## src/rtl/cpu_out_uart_tx_pkg.sv

```systemverilog
// cpu_io_pkg: shared FSM states, status bit indices and frame sizes for cpu_out_uart_tx.
// CPU_OUT_UART_TX_PARITY_EN adds an even-parity bit and sets the capability flag.
package cpu_io_pkg;
  typedef enum logic [2:0] {IDLE, START, DATA, STOP, PARITY} state_e;
  localparam int ST_BUSY = 0;
  localparam int ST_FULL = 1;
  localparam int ST_OVR = 2;
  localparam int ST_PAR = 3;
  localparam int DATA_BITS = 8;
`ifdef CPU_OUT_UART_TX_PARITY_EN
  localparam int FRAME_BITS = 11;
  localparam logic PAR_EN = 1'b1;
`else
  localparam int FRAME_BITS = 10;
  localparam logic PAR_EN = 1'b0;
`endif
endpackage

```

## src/rtl/cpu_out_uart_tx_if.sv

```systemverilog
// cpu_out_uart_tx_if: CPU write port, status byte and serial line of the UART transmitter.
interface cpu_out_uart_tx_if;
  logic wr_en;
  logic [7:0] wr_data;
  logic [7:0] status;
  logic tx;
  modport master(output wr_en, output wr_data, input status, input tx);
  modport slave(input wr_en, input wr_data, output status, output tx);
endinterface

```

## src/rtl/cpu_out_uart_tx_baud_tick_gen.sv

```systemverilog
// baud_tick_gen: counts 0..CLKS_PER_BIT-1 and ticks on the last cycle of each bit; clr holds it at 0.
module baud_tick_gen #(
  parameter int CLKS_PER_BIT = 4
) (
  input  logic clk,
  input  logic reset,
  input  logic clr_i,
  output logic tick_o
);
  localparam int CW = $clog2(CLKS_PER_BIT);
  logic [CW-1:0] cnt_q, cnt_d;
  assign tick_o = !clr_i && cnt_q == CW'(CLKS_PER_BIT - 1);
  always_comb cnt_d = (clr_i || tick_o) ? '0 : cnt_q + 1'b1;
  always_ff @(posedge clk) begin
    if (reset) cnt_q <= '0;
    else cnt_q <= cnt_d;
  end
endmodule

```

## src/rtl/cpu_out_uart_tx.sv

```systemverilog
// cpu_out_uart_tx: 8N1 UART transmitter with one holding register; status feeds CPU in2.
// Define CPU_OUT_UART_TX_PARITY_EN for an even-parity bit between data and stop.
module cpu_out_uart_tx
  import cpu_io_pkg::*;
#(
  parameter int CLKS_PER_BIT = 4,
  parameter int DATA_W = 8
) (
  input logic clk,
  input logic reset,
  cpu_out_uart_tx_if.slave bus
);
  localparam int BW = $clog2(DATA_W);
  state_e state_q, state_d;
  logic [DATA_W-1:0] hold_q, hold_d, shift_q, shift_d;
  logic [BW-1:0] bit_q, bit_d;
  logic full_q, full_d, ovr_q, ovr_d, tx_q, tx_d;
  logic tick, load, accept;
  logic [7:0] st;
  baud_tick_gen #(.CLKS_PER_BIT(CLKS_PER_BIT)) u_baud (
    .clk(clk),
    .reset(reset),
    .clr_i(state_q == IDLE),
    .tick_o(tick)
  );
  always_comb begin
    state_d = state_q;
    bit_d = bit_q;
    load = 1'b0;
    case (state_q)
      IDLE: load = full_q;
      START: if (tick) begin
        state_d = DATA;
        bit_d = '0;
      end
      DATA: if (tick) begin
        bit_d = bit_q + 1'b1;
`ifdef CPU_OUT_UART_TX_PARITY_EN
        if (bit_q == BW'(DATA_W - 1)) state_d = PARITY;
`else
        if (bit_q == BW'(DATA_W - 1)) state_d = STOP;
`endif
      end
      PARITY: if (tick) state_d = STOP;
      STOP: if (tick) begin
        state_d = IDLE;
        load = full_q;
      end
      default: state_d = IDLE;
    endcase
    // a reload from STOP goes straight to START so back-to-back frames have no idle gap
    if (load) state_d = START;
    shift_d = load ? hold_q : shift_q;
    accept = bus.wr_en && (!full_q || load);
    hold_d = accept ? bus.wr_data : hold_q;
    full_d = accept || (full_q && !load);
    ovr_d = ovr_q || (bus.wr_en && !accept);
    tx_d = state_d == START ? 1'b0 :
           state_d == DATA ? shift_d[bit_d] :
           state_d == PARITY ? ^shift_d : 1'b1;
  end
  always_ff @(posedge clk) begin
    if (reset) begin
      state_q <= IDLE;
      hold_q <= '0;
      shift_q <= '0;
      bit_q <= '0;
      full_q <= 1'b0;
      ovr_q <= 1'b0;
      tx_q <= 1'b1;
    end else begin
      state_q <= state_d;
      hold_q <= hold_d;
      shift_q <= shift_d;
      bit_q <= bit_d;
      full_q <= full_d;
      ovr_q <= ovr_d;
      tx_q <= tx_d;
    end
  end
  always_comb begin
    st = '0;
    st[ST_BUSY] = state_q != IDLE;
    st[ST_FULL] = full_q;
    st[ST_OVR] = ovr_q;
    st[ST_PAR] = PAR_EN;
  end
  assign bus.status = st;
  assign bus.tx = tx_q;
endmodule

```

## src/flat_wrapper.sv

```systemverilog
// flat-port wrapper written by rule: the top's interface ports become plain ports
module cpu_out_uart_tx_flat import cpu_io_pkg::*;
#(
  parameter int CLKS_PER_BIT = 4,
  parameter int DATA_W = 8
)
  (clk, reset, bus_wr_en, bus_wr_data, bus_status, bus_tx);
  cpu_out_uart_tx_if bus_i ();
  input logic clk;
  input logic reset;
  input wire logic [$bits(bus_i.wr_en)-1:0] bus_wr_en;
  input wire logic [$bits(bus_i.wr_data)-1:0] bus_wr_data;
  output wire logic [$bits(bus_i.status)-1:0] bus_status;
  output wire logic [$bits(bus_i.tx)-1:0] bus_tx;
  assign bus_i.wr_en = bus_wr_en;
  assign bus_i.wr_data = bus_wr_data;
  assign bus_status = bus_i.status;
  assign bus_tx = bus_i.tx;
  cpu_out_uart_tx #(.CLKS_PER_BIT(CLKS_PER_BIT), .DATA_W(DATA_W)) u_core (.clk(clk), .reset(reset), .bus(bus_i));
endmodule
```

## config.mk

```make
export PLATFORM = sky130hd
export DESIGN_NAME = cpu_out_uart_tx_flat
export DESIGN_NICKNAME = d
export VERILOG_FILES = /design/src/rtl/cpu_out_uart_tx_pkg.sv /design/src/rtl/cpu_out_uart_tx_if.sv /design/src/rtl/cpu_out_uart_tx_baud_tick_gen.sv /design/src/rtl/cpu_out_uart_tx.sv /design/src/flat_wrapper.sv
export SDC_FILE = /design/constraint.sdc
export NUM_CORES = 1
export LEC_CHECK = 0
export CORE_AREA = 2 2 59 61
export CTS_CLUSTER_DIAMETER = 80
export DETAILED_ROUTE_END_ITERATION = 8
export DIE_AREA = 0 0 61 63
export PLACE_DENSITY = 0.73
export SLEW_MARGIN = 10
export SYNTH_ARGS = -nofsm -noshare
export SYNTH_HDL_FRONTEND = slang
export SYNTH_SLANG_ARGS = --single-unit
```

## constraint.sdc

```tcl
create_clock -name clk -period 2.3 [get_ports clk]
set_clock_uncertainty 0.05 [all_clocks]
set_input_delay 0.345 -clock clk [delete_from_list [all_inputs] [get_ports clk]]
set_output_delay 0.345 -clock clk [all_outputs]
set_load 0.02 [all_outputs]
```

==> flow_summary_export.csv <==
group,metric,value,unit
setup_path,startpoint_type,"register",
yosys,synth_seq_area_share,35.4,%
placed_design,dp_slack,7.72,ps
route,wirelength,3130,um
cts,ctsRootBufferMaster,"clkbuf_4",
global_route,overflow,0,
run_status,outcome,"completed",
yosys,synth_ff_type,"dfxtp_1",
yosys,synth_seq_cells,27,
die,start_util,47.2,%
power_and_ir_drop,total_power,892,uW
die,die_h,63,um
yosys,avgSynthCellArea,8.53,um^2
layout,final_cell_mix,"25 x dfxtp_1, 24 x nand2_1, 21 x nor2_1",
layout,nNetsFinal,210,
sta,setup_viol,0,
global_route,grt_max_degree,26,
layout,nFillCells,308,
route,drc,0,
layout,drive_gt1_share,15.5,%
setup_path,end_kind,"register",
flow_run,maxCapViolations,0,
cts,cts_max_path_buffers,2,
cts,clkTransAtPathRegs,140,ps
cts,clk_latency,320,ps
yosys,yosys_warnings,0,
die,core_area,3230,um^2
cts,cts_tree,"built",
die,die_w,61,um
yosys,synth_edf_count,0,
route,wl_per_cell,13.0,um
sta,timing.final.crit_period,2250,ps
yosys,postSynthCellCount,179,
cts,h-tree-depth,1,
route,drtIter0Drc,80,
placed_design,dp_hpwl,2320,um
sta,rsz0062_at_grt,"yes",
placed_design,gp_congestion,0.847,
route,vias,1259,
cts,cts_made_buffers,3,
layout,antenna_cells,0,
die,design.die.area,3840,um^2
layout,layout_commonest_cell,"dfxtp_1",
power_and_ir_drop,vdd_ir_drop_max,234,uV
route,vias_per_cell,5.25,
sta,holdWs,387,ps
die,rows,21,
sta,final.period_utilization,97.7,%
setup_path,cp_data_required_time,2460,ps
layout,area_growth_syn_to_layout,16.3,%
hold_path,hp-class,"register to register",
power_and_ir_drop,cellLeakagePower,0.648,nW
yosys,synth-async-reset-ratio,0,%
die,io_pins,20,
cts,numClockSinks,27,
global_route,antenna_found_initial,0,
global_route,grt_usage,18.4,%
yosys,synth.distinct_cells,43,
sta,hold_viol,0,
setup_path,critical_path.max_fanout,6,
route,drt-pass1-iter-count,4,
sta,drv_slew,0,
sta,fin_ws,52.2,ps
global_route,grt_pass1_wl,5420,um
setup_path,worstSetupPathType,"register to register",
yosys,syn_area,1530,um^2
power_and_ir_drop,p_per_area,503,nW/um^2
sta,timing.fmax,0.445,GHz
global_route,grt_pass1_vias,1275,
placed_design,numPortBuffers,14,
cts,cts_hold_buf,0,
setup_path,crit_arrival,2410,ps
route,ant_nets,0,
==> critical path: stages (launching register included) <==
cell	delay, ps
dfxtp_2	350
or3_4	380
nand2_2	80
ha_4	200
nor3_4	110
a21oi_2	60
o21ai_4	240
buf_6	140
a21oi_1	40
o211ai_1	180
and4_4	240
a22oi_2	50
==> where the power goes <==
part / internal, mW / switching [mW]
Sequential: 0.488 / 0.0176
Clock: 0.0679 / 0.137
Combinational: 0.0889 / 0.0932
==> synthesized netlist by cell type (2+ instances only) <==
| master | instances | area, um^2 |
|---|---|---|
| dfxtp_1 | 27 | 541 |
| nand2_1 | 25 | 93.8 |
| nor2_1 | 21 | 78.8 |
| a21oi_1 | 15 | 75.1 |
| xnor2_1 | 15 | 131 |
| mux2i_1 | 9 | 90.1 |
| buf_4 | 8 | 60.1 |
| clkbuf_1 | 4 | 15.0 |
| ha_1 | 4 | 50.1 |
| nor2b_1 | 4 | 25.0 |
| a22oi_1 | 3 | 22.5 |
| buf_2 | 3 | 15.0 |
| nand3_1 | 3 | 15.0 |
| o211ai_1 | 3 | 22.5 |
| a21boi_0 | 2 | 15.0 |
| a22o_1 | 2 | 17.5 |
| a31oi_1 | 2 | 12.5 |
| mux2_2 | 2 | 22.5 |
| nand3b_1 | 2 | 15.0 |
| o21ai_0 | 2 | 10.0 |
==> path summary, 6_finish.rpt <==
check | endpoint | slack [ps] | start | depth (start not counted)
worst max-delay path | u_core.bus.tx$_SDFF_PP1_ | 50 | u_core.state_q[0]$_SDFF_PP0_ | 11
worst min-delay path | u_core.u_baud.cnt_q[0]$_SDFF_PP0_ | 390 | u_core.u_baud.cnt_q[0]$_SDFF_PP0_ | 1
worst max register to register | u_core.bus.tx$_SDFF_PP1_ | 50 | u_core.state_q[0]$_SDFF_PP0_ | 11
worst min register to register | u_core.u_baud.cnt_q[0]$_SDFF_PP0_ | 390 | u_core.u_baud.cnt_q[0]$_SDFF_PP0_ | 1
==> sequential cells by signal (all words and copies together), names as in the netlist <==
| register | cells |
|---|---|
| u_core.ovr_q | 1 |
| u_core.hold_q | 8 |
| u_core.full_q | 1 |
| u_core.shift_q | 8 |
| u_core.bit_q | 3 |
| u_core.state_q | 3 |
| u_core.u_baud.cnt_q | 2 |
| u_core.bus.tx | 1 |
==> routing by layer <==
layer / track usage (%) / wire (um) / vias to the layer above
met4: 10.3 / 101 / 0
met2: 30.9 / 1540 / 37
li1: - / - / 634
met1: 22.0 / 1380 / 576
met5: 0 / 0 / -
met3: 2.07 / 103 / 12
==> layout make-up <==
class / count / area (um^2) / area share (%)
multi-input cells: 138 / 926 / 52.1
flip-flops and latches: 27 / 543 / 30.6
repair buffers: 24 / 219 / 12.3
well taps: 46 / 57.6 / 3.24
clock buffers: 4 / 26.3 / 1.48
inverters: 1 / 3.75 / 0.211
==> metrics by stage <==
step	setup TNS (ps)	utilization [%]	instance area, um^2	std cells
floorplan	-253	-	1550	183
global placement	0	52.6	1700	234
detailed placement	0	52.6	1700	234
CTS	-3.76	54.8	1770	240
global route	-58.0	54.9	1780	240
finish	0	54.9	1780	240
==> cell families (layout without fill, tap and decap cells) <==
logic type	after synthesis	in the layout	synth area share (%)
adders and majority gates	4	4	3.28
AOI/OAI and AO/OA	38	38	18.0
buffers and inverters	18	29	7.13
other	1	5	0.246
xor gates and xnor gates	15	15	8.61
DFF	27	27	35.4
muxes	11	11	7.38
and+or+nand+nor	65	65	20.0
==> timing repair <==
item | CTS | global route
endpoints found under the setup margin | 1 | 1
pin swaps | 5 | 3
resized for setup | 8 | 1
setup buffers | 2 | 0
Note: power is estimated with default switching activity, not from simulation.
